==> config.mk <==
export PLATFORM = sky130hd
export DESIGN_NAME = phy_rx_lanes_flat
export DESIGN_NICKNAME = d
export VERILOG_FILES = /design/src/rtl/phy_rx_lanes_if.sv /design/src/rtl/phy_rx_lanes.sv /design/src/flat_wrapper.sv
export SDC_FILE = /design/constraint.sdc
export NUM_CORES = 1
export LEC_CHECK = 0
export BUFFER_PORTS_ARGS = -buffer_cell sky130_fd_sc_hd__buf_2
export CORE_MARGIN = 2
export CORE_UTILIZATION = 50
export CTS_CLUSTER_DIAMETER = 100
export DETAILED_ROUTE_END_ITERATION = 6
export PLACE_DENSITY = 0.83
export SYNTH_ARGS = -nofsm -noshare
export SYNTH_HDL_FRONTEND = slang
export SYNTH_SLANG_ARGS = --single-unit
==> constraint.sdc <==
create_clock -name clk_32f -period 4.05 [get_ports clk_32f]
set_input_delay 1.0125 -clock clk_32f [delete_from_list [all_inputs] [get_ports clk_32f]]
set_output_delay 1.0125 -clock clk_32f [all_outputs]
set_load 0.02 [all_outputs]
==> src/rtl/phy_rx_lanes_if.sv <==
// Lane-side bundle of the 4-lane PHY receiver: serial input plus the four
// parallel lane outputs and the link-active flag.
interface phy_rx_lanes_if;
    logic       data_in;
    logic [7:0] out0;
    logic [7:0] out1;
    logic [7:0] out2;
    logic [7:0] out3;
    logic       valid_out0;
    logic       valid_out1;
    logic       valid_out2;
    logic       valid_out3;
    logic       active;

    // Master drives the serial stream and consumes the lanes.
    modport master (
        output data_in,
        input  out0, out1, out2, out3,
        input  valid_out0, valid_out1, valid_out2, valid_out3,
        input  active
    );

    // Slave is the receiver itself.
    modport slave (
        input  data_in,
        output out0, out1, out2, out3,
        output valid_out0, valid_out1, valid_out2, valid_out3,
        output active
    );
endinterface

==> src/rtl/phy_rx_lanes.sv <==
// 4-lane PHY receiver: COM byte alignment, MSB-first deserialization and
// round-robin lane distribution. Define PHY_RX_LOS_EN for the loss-of-signal watchdog.
module phy_rx_lanes #(
    parameter logic [7:0]  COM         = 8'hBC,
    parameter logic [7:0]  IDLE        = 8'h7C,
    parameter int unsigned ACTIVE_COMS = 4
`ifdef PHY_RX_LOS_EN
    ,
    parameter int unsigned LOS_BYTES   = 64
`endif
) (
    input  logic          clk_32f,
    input  logic          reset_L,
    phy_rx_lanes_if.slave rx
);

    localparam int unsigned LANES     = 4;
    localparam int unsigned BYTE_W    = 8;
    localparam int unsigned BIT_CNT_W = 3;
    localparam int unsigned PTR_W     = 2;
    localparam int unsigned COM_CNT_W = $clog2(ACTIVE_COMS + 1);
`ifdef PHY_RX_LOS_EN
    localparam int unsigned LOS_W     = $clog2(LOS_BYTES + 1);
`endif

    typedef enum logic [1:0] {
        SEARCH = 2'd0,
        COUNT  = 2'd1,
        ACTIVE = 2'd2
    } state_e;

    state_e                          state_q, state_d;
    // Only the last seven bits are kept; the incoming bit completes the byte.
    logic [BYTE_W-2:0]               sr_q, sr_d;
    logic [BIT_CNT_W-1:0]            bit_cnt_q, bit_cnt_d;
    logic [COM_CNT_W-1:0]            com_cnt_q, com_cnt_d;
    logic [PTR_W-1:0]                lane_ptr_q, lane_ptr_d;
    logic [LANES-1:0][BYTE_W-1:0]    out_q, out_d;
    logic [LANES-1:0]                valid_q, valid_d;
    logic                            active_q, active_d;
`ifdef PHY_RX_LOS_EN
    logic [LOS_W-1:0]                los_cnt_q, los_cnt_d;
`endif

    logic [BYTE_W-1:0]               byte_c;
    logic                            byte_end_c;

    assign byte_c     = {sr_q, rx.data_in};
    assign byte_end_c = (bit_cnt_q == BIT_CNT_W'(7));

    // Next-state, alignment and lane distribution.
    always_comb begin
        state_d    = state_q;
        sr_d       = byte_c[BYTE_W-2:0];
        bit_cnt_d  = bit_cnt_q + BIT_CNT_W'(1);
        com_cnt_d  = com_cnt_q;
        lane_ptr_d = lane_ptr_q;
        out_d      = out_q;
        valid_d    = valid_q;
`ifdef PHY_RX_LOS_EN
        los_cnt_d  = los_cnt_q;
`endif

        case (state_q)
            SEARCH: begin
                bit_cnt_d = '0;
                if (byte_c == COM) begin
                    com_cnt_d = COM_CNT_W'(1);
                    state_d   = COUNT;
                end
            end

            COUNT: begin
                if (byte_end_c) begin
                    if (byte_c == COM) begin
                        com_cnt_d = com_cnt_q + COM_CNT_W'(1);
                        if (com_cnt_d == COM_CNT_W'(ACTIVE_COMS)) begin
                            state_d    = ACTIVE;
                            lane_ptr_d = '0;
`ifdef PHY_RX_LOS_EN
                            los_cnt_d  = '0;
`endif
                        end
                    end else begin
                        com_cnt_d = '0;
                        state_d   = SEARCH;
                    end
                end
            end

            ACTIVE: begin
                if (byte_end_c) begin
                    if (byte_c == COM) begin
                        // COM reframes the lanes without touching them.
                        lane_ptr_d = '0;
`ifdef PHY_RX_LOS_EN
                        los_cnt_d  = '0;
`endif
                    end else begin
`ifdef PHY_RX_LOS_EN
                        los_cnt_d = los_cnt_q + LOS_W'(1);
                        if (los_cnt_d == LOS_W'(LOS_BYTES)) begin
                            state_d   = SEARCH;
                            valid_d   = '0;
                            com_cnt_d = '0;
                        end else
`endif
                        begin
                            if (byte_c == IDLE) begin
                                valid_d[lane_ptr_q] = 1'b0;
                            end else begin
                                out_d[lane_ptr_q]   = byte_c;
                                valid_d[lane_ptr_q] = 1'b1;
                            end
                            lane_ptr_d = lane_ptr_q + PTR_W'(1);
                        end
                    end
                end
            end

            default: begin
                state_d   = SEARCH;
                com_cnt_d = '0;
                valid_d   = '0;
            end
        endcase

        active_d = (state_d == ACTIVE);
    end

    // State and datapath registers.
    always_ff @(posedge clk_32f or negedge reset_L) begin
        if (!reset_L) begin
            state_q    <= SEARCH;
            sr_q       <= '0;
            bit_cnt_q  <= '0;
            com_cnt_q  <= '0;
            lane_ptr_q <= '0;
            out_q      <= '0;
            valid_q    <= '0;
            active_q   <= 1'b0;
`ifdef PHY_RX_LOS_EN
            los_cnt_q  <= '0;
`endif
        end else begin
            state_q    <= state_d;
            sr_q       <= sr_d;
            bit_cnt_q  <= bit_cnt_d;
            com_cnt_q  <= com_cnt_d;
            lane_ptr_q <= lane_ptr_d;
            out_q      <= out_d;
            valid_q    <= valid_d;
            active_q   <= active_d;
`ifdef PHY_RX_LOS_EN
            los_cnt_q  <= los_cnt_d;
`endif
        end
    end

    assign rx.out0       = out_q[0];
    assign rx.out1       = out_q[1];
    assign rx.out2       = out_q[2];
    assign rx.out3       = out_q[3];
    assign rx.valid_out0 = valid_q[0];
    assign rx.valid_out1 = valid_q[1];
    assign rx.valid_out2 = valid_q[2];
    assign rx.valid_out3 = valid_q[3];
    assign rx.active     = active_q;

endmodule
==> src/flat_wrapper.sv <==
// flat-port wrapper written by rule: the top's interface ports become plain ports
module phy_rx_lanes_flat 
#(
    parameter logic [7:0]  COM         = 8'hBC,
    parameter logic [7:0]  IDLE        = 8'h7C,
    parameter int unsigned ACTIVE_COMS = 4

)
  (clk_32f, reset_L, rx_data_in, rx_out0, rx_out1, rx_out2, rx_out3, rx_valid_out0, rx_valid_out1, rx_valid_out2, rx_valid_out3, rx_active);
  phy_rx_lanes_if rx_i ();
  input  logic clk_32f;
  input  logic reset_L;
  input wire logic [$bits(rx_i.data_in)-1:0] rx_data_in;
  output wire logic [$bits(rx_i.out0)-1:0] rx_out0;
  output wire logic [$bits(rx_i.out1)-1:0] rx_out1;
  output wire logic [$bits(rx_i.out2)-1:0] rx_out2;
  output wire logic [$bits(rx_i.out3)-1:0] rx_out3;
  output wire logic [$bits(rx_i.valid_out0)-1:0] rx_valid_out0;
  output wire logic [$bits(rx_i.valid_out1)-1:0] rx_valid_out1;
  output wire logic [$bits(rx_i.valid_out2)-1:0] rx_valid_out2;
  output wire logic [$bits(rx_i.valid_out3)-1:0] rx_valid_out3;
  output wire logic [$bits(rx_i.active)-1:0] rx_active;
  assign rx_i.data_in = rx_data_in;
  assign rx_out0 = rx_i.out0;
  assign rx_out1 = rx_i.out1;
  assign rx_out2 = rx_i.out2;
  assign rx_out3 = rx_i.out3;
  assign rx_valid_out0 = rx_i.valid_out0;
  assign rx_valid_out1 = rx_i.valid_out1;
  assign rx_valid_out2 = rx_i.valid_out2;
  assign rx_valid_out3 = rx_i.valid_out3;
  assign rx_active = rx_i.active;
  phy_rx_lanes #(.COM(COM), .IDLE(IDLE), .ACTIVE_COMS(ACTIVE_COMS)) u_core (.clk_32f(clk_32f), .reset_L(reset_L), .rx(rx_i));
endmodule
# After elaboration in Yosys (flattened, before gate mapping)
# Cells that the tools add are included.
# op_classes
add_sub_neg,3
magnitude_cmp,2
eq_ne,13
mux,25
n_bitwise,7
reduce_logical,8
# op_table
operator,count
$bwmux 32,1
$mux 2,9
$demux 8 s2,1
$mux 3,4
$mux 4,3
$ne 2x1->1 const B,5
$pmux 3 s3,1
$eq 8x7->1 const B,1
$eq 8x8->1 const B,1
$mux 8,1
$pmux 4 s2,1
$add 3x1->3 const B,2
$eq 3x3->1 const B,2
$pmux 2 s3,1
$reduce_and 3->1,2
$reduce_and 5->1,1
$and 4x4->4,1
$eq 2x2->1 const B,2
$not 1->1,4
$not 4->4,1
$or 4x4->4,1
$pmux 2 s2,1
$reduce_and 4->1,1
$lt 2x3->1 const B,1
10 further kinds,10
# totals
regBits,54
out_inout_bits,37
word_cells,69

# Depth between registers and ports, before layout
# logic_depth
depth_word,10
ltp_mapped,7

# Worst setup path before layout
# No wires, ideal clock.
# synth_path
path_type,input to register
from,input port rx_data_in
to,register u_core.com_cnt_q[2]
setup_ns,0.122
arrival_ns,2.224
setup_slack_ns,1.705
stages,5
path_buffers,1
path_cell_list,nand4bb_4 or4_1 buf_2 a21o_1 a32o_1
# synth_via
elab_chain_cells,4
elab_cells_between_ends,6
# synth_lines
element,line,rtl
start: declaration,flat_wrapper.sv:13,input wire logic [$bits(rx_i.data_in)-1:0] rx_data_in;
$eq 8x8->1 (*),"phy_rx_lanes.sv:67, phy_rx_lanes.sv:75",
$mux 3,phy_rx_lanes.sv:75,if (byte_c == COM) begin
$mux 3,phy_rx_lanes.sv:74,if (byte_end_c) begin
$pmux 3 s3,phy_rx_lanes.sv:64,case (state_q)
end signal: assignment,phy_rx_lanes.sv:149,com_cnt_q <= com_cnt_d;
end: declaration,phy_rx_lanes.sv:36,"logic [COM_CNT_W-1:0] com_cnt_q, com_cnt_d;"
# Every way passes the cells marked *; elsewhere a longest branch is shown, timed or not. The select of a mux whose other input is x is not followed.
# A chain may end at the register's enable or synchronous reset.

# Worst setup path in the final report
# layout_path
from,input port rx_data_in
to,register u_core.out_q (netlist bit u_core.rx.out1[4])
# layout_via
elab_chain_cells,3
elab_cells_between_ends,5
# layout_lines
element,line,rtl
$eq 8x8->1 or $eq 8x7->1 (tied branches),"phy_rx_lanes.sv:93, phy_rx_lanes.sv:109",
$not 1->1 (no line),n/a,
$reduce_and 4->1 (no line) (*),n/a,
end signal: assignment,phy_rx_lanes.sv:151,out_q <= out_d;
end: declaration,phy_rx_lanes.sv:38,"logic [LANES-1:0][BYTE_W-1:0] out_q, out_d;"
# Every way passes the cells marked *; elsewhere a longest branch is shown, timed or not.

==> results.ini <==
[route]
initialDrtViolationCount=91
route.layer.met1.wl_um=1800
met3_length_um=258
dr_vias_cell=5.68
wirelength_um=4440
num_vias=1489
maxUsedRoutingLayer=met4
wl_met2_um=2350
ant_nets=0
post-route-drc-count=0
routed_wire_length_per_instance_um=16.9
total_iterations_of_the_first_detailed_routing_run=4

[worst_setup_path]
worst_setup_path_start_kind=primary input
timing.critical_path.arrival_ns=2.51
timing_worst_setup_path_type=primary input to flop
cp.required_ns=4.24
worst-path-buf-inv=1
crit_path_max_delay_cell_type=sky130_fd_sc_hd__o311a_1
critical_path.cell_chain=buf_2, nand4bb_4, o311a_1, nand2_2, mux2_2
cpPeakStageDelay_ns=0.47
family_with_the_most_delay_on_the_worst_path=simple AND/OR/NAND/NOR gates
endpoint_kind=flop
critical_path_peak_fanout=8

[sta]
final-hold-violation-count=0
tns_ns=0
slew_headroom_pct=42.1
finalMaxSlewViolations=0
final.setup_skew_ns=0.00800
setup_viol=0
fin_crit_sh_pct=57.1
max_freq_ghz=0.432
grt_setup_unrepaired=false
worstMarginPinSlew_ns=0.860
time_the_final_worst_path_needs_with_i_o_delays_and_setup_ns=2.31

[logic_synthesis]
yosys_warnings=0
sequential_cell_area_fraction_in_the_yosys_report_pct=58.5
yosys_most_used_dff=sky130_fd_sc_hd__dfrtp_1
synth.net_count=182
synth-edff-count=0
netlist_area_um2=2310
synthesis.instances=167
yosys_register_bits=54
synthesis.area_per_instance_um2=13.8
yosys.cell_types.count=34
ys_async_rst_share_pct=100

[floorplanning]
placeableCoreArea_um2=4410
dieHeight_um=72.0
die-area_um2=5180
boundary_pin_count=40
placementRows=24
effective_utilization_at_floorplan_pct=52.4
dieWidth_um=72.0

[layout]
layout_common_cells=sky130_fd_sc_hd__dfrtp_1 (54), sky130_fd_sc_hd__buf_2 (39), sky130_fd_sc_hd__mux2_2 (32)
mostFrequentLayoutCell=sky130_fd_sc_hd__dfrtp_1
nets=224
area.growth.synth_to_final_pct=15.5
antennaDiodeCount=0
drive_above_1_share_pct=40.0
sequential_cell_area_um2=1350
filler_cell_count=346
multi_input_comb_area_um2=917
stdcell_count=262

[clock_network]
cts_tree=done
clock_path_buffers=2
numCtsBuffers=5
post_cts_buffers=0
clkTransAtPathRegs_ns=0.09
post_cts_resized=0
clock_tree_root=sky130_fd_sc_hd__clkbuf_8
sink_count_of_the_clock_tree=54
cts_max_level=2
clock_latency_ns=0.31
ctsHoldBuffers=0

[global_routing]
grt_max_degree=32
global_route_wire_length_before_repair_um=7600
grt.total_usage_pct=19.3
number_of_global_route_vias_before_repair=1586
antenna_found_initial=0
grt-ovfl-total=0

[power]
swShare_pct=24.7
sequentialPowerShare_pct=55.7
p_switching_uw=256
share_clk_of_total_power_pct=34.1
leakage_power_of_the_design_uw=0.00144
power-per-cell-area_nw_per_um2=387
internal_power_uw=778
vdd.ir_drop.worst_mv=0.258
share_comb_of_total_power_pct=10.2

[outcome]
outcome=finished clean

[place]
place_congestion=0.793
portBuffers=39
placed_cells_incl_taps=254
hpwlAfterDp_um=3160

[min_path]
hp-class=flop to flop

[run]
cap_viol_max_count=0

[layout make-up]
type	count	share of cell area [%]
Clock buffer	6	2.72
Multi-Input combinational cell	102	34.4
Timing Repair Buffer	40	7.59
Inverter	6	0.844
Clock inverter	2	1.41
Sequential cell	54	50.6
Tap cell	52	2.44
[power groups by stage]
| stage | logic [uW] | registers (uW) | clock network (uW) |
|---|---|---|---|
| after floorplan | 74.7 | 581 | 0 |
| after global placement | 103 | 585 | 0 |
| after detailed placement | 106 | 587 | 0 |
| after CTS | 107 | 576 | 359 |
| after global routing | 121 | 578 | 383 |
| final | 106 | 575 | 353 |
[worst reg2reg max path, cell delays in order, from the launching register on]
cell and delay (ns):
sky130_fd_sc_hd__dfrtp_1 0.43, sky130_fd_sc_hd__inv_1 0.11, sky130_fd_sc_hd__ha_1 0.36, sky130_fd_sc_hd__o311a_1 0.38
sky130_fd_sc_hd__nand2_2 0.22, sky130_fd_sc_hd__mux2_2 0.33
[synthesized netlist by cell type, drive strengths merged, types with 2 or more instances]
cell / n / share of area [%]
dfrtp: 54 / 58
mux2: 32 / 16
ha: 12 / 6.5
nand2: 10 / 2.1
inv: 6 / 0.97
a32o: 5 / 2.2
clkbuf: 4 / 0.65
nand3: 4 / 0.87
nand4: 4 / 1.1
a21o: 3 / 0.97
a21oi: 3 / 0.65
nor2: 3 / 0.49
o21ai: 3 / 0.65
mux2i: 2 / 0.87
nand2b: 2 / 0.54
nor2b: 2 / 0.54
xnor2: 2 / 0.76
[registers in the layout, summed over array words and instances (netlist names)]
register / cells
u_core.state_q: 2
u_core.rx.out2: 8
u_core.sr_q: 7
u_core.rx.out0: 8
u_core.lane_ptr_q: 2
u_core.rx.active: 1
u_core.com_cnt_q: 3
u_core.valid_q: 4
u_core.rx.out1: 8
u_core.rx.out3: 8
u_core.bit_cnt_q: 3
[metrics by stage]
stage | utilization (%) | hold slack (ns) | instance area (um^2) | power, uW | setup slack [ns]
final | 60.5 | 0.440 | 2670 | 1030 | 1.74
after global routing | 60.5 | 0.461 | 2670 | 1080 | 1.67
after CTS | 60.5 | 0.448 | 2670 | 1040 | 1.72
after detailed placement | 58.0 | 0.434 | 2560 | 692 | 1.40
after global placement | 58.0 | 0.420 | 2560 | 688 | 1.43
after floorplan | - | 0.403 | 2310 | 656 | 1.70
[path summary, 6_finish.rpt]
kind | startpoint | endpoint | slack, ns | cells after the start
max | rx_data_in | u_core.rx.out1[4] | 1.74 | 5
min | u_core.bit_cnt_q[0] | u_core.bit_cnt_q[0] | 0.44 | 1
max reg2reg | u_core.state_q[0] | u_core.rx.out1[4] | 2.12 | 5
min reg2reg | u_core.bit_cnt_q[0] | u_core.bit_cnt_q[0] | 0.44 | 1
max in group asynchronous | reset_L | u_core.valid_q[0] | 2.62 | 2
min in group asynchronous | reset_L | u_core.bit_cnt_q[1] | 0.67 | 1
[cell families after synthesis]
logic type,share of synthesized area (%)
buffers and inverters,1.84
flip-flops,58.5
AND/OR/NAND/NOR,8.66
multiplexers,16.5
AO/OA/AOI/OAI,7.31
XOR/XNOR,0.758
adder cells (fa/ha/maj),6.50
[metal layers]
layer / up-vias / track usage, %
met5: - / 0
met1: 758 / 23.2
met2: 38 / 33.3
li1: 689 / -
met4: 0 / 5.24
met3: 4 / 6.53
(Power assumes the default switching activity.)
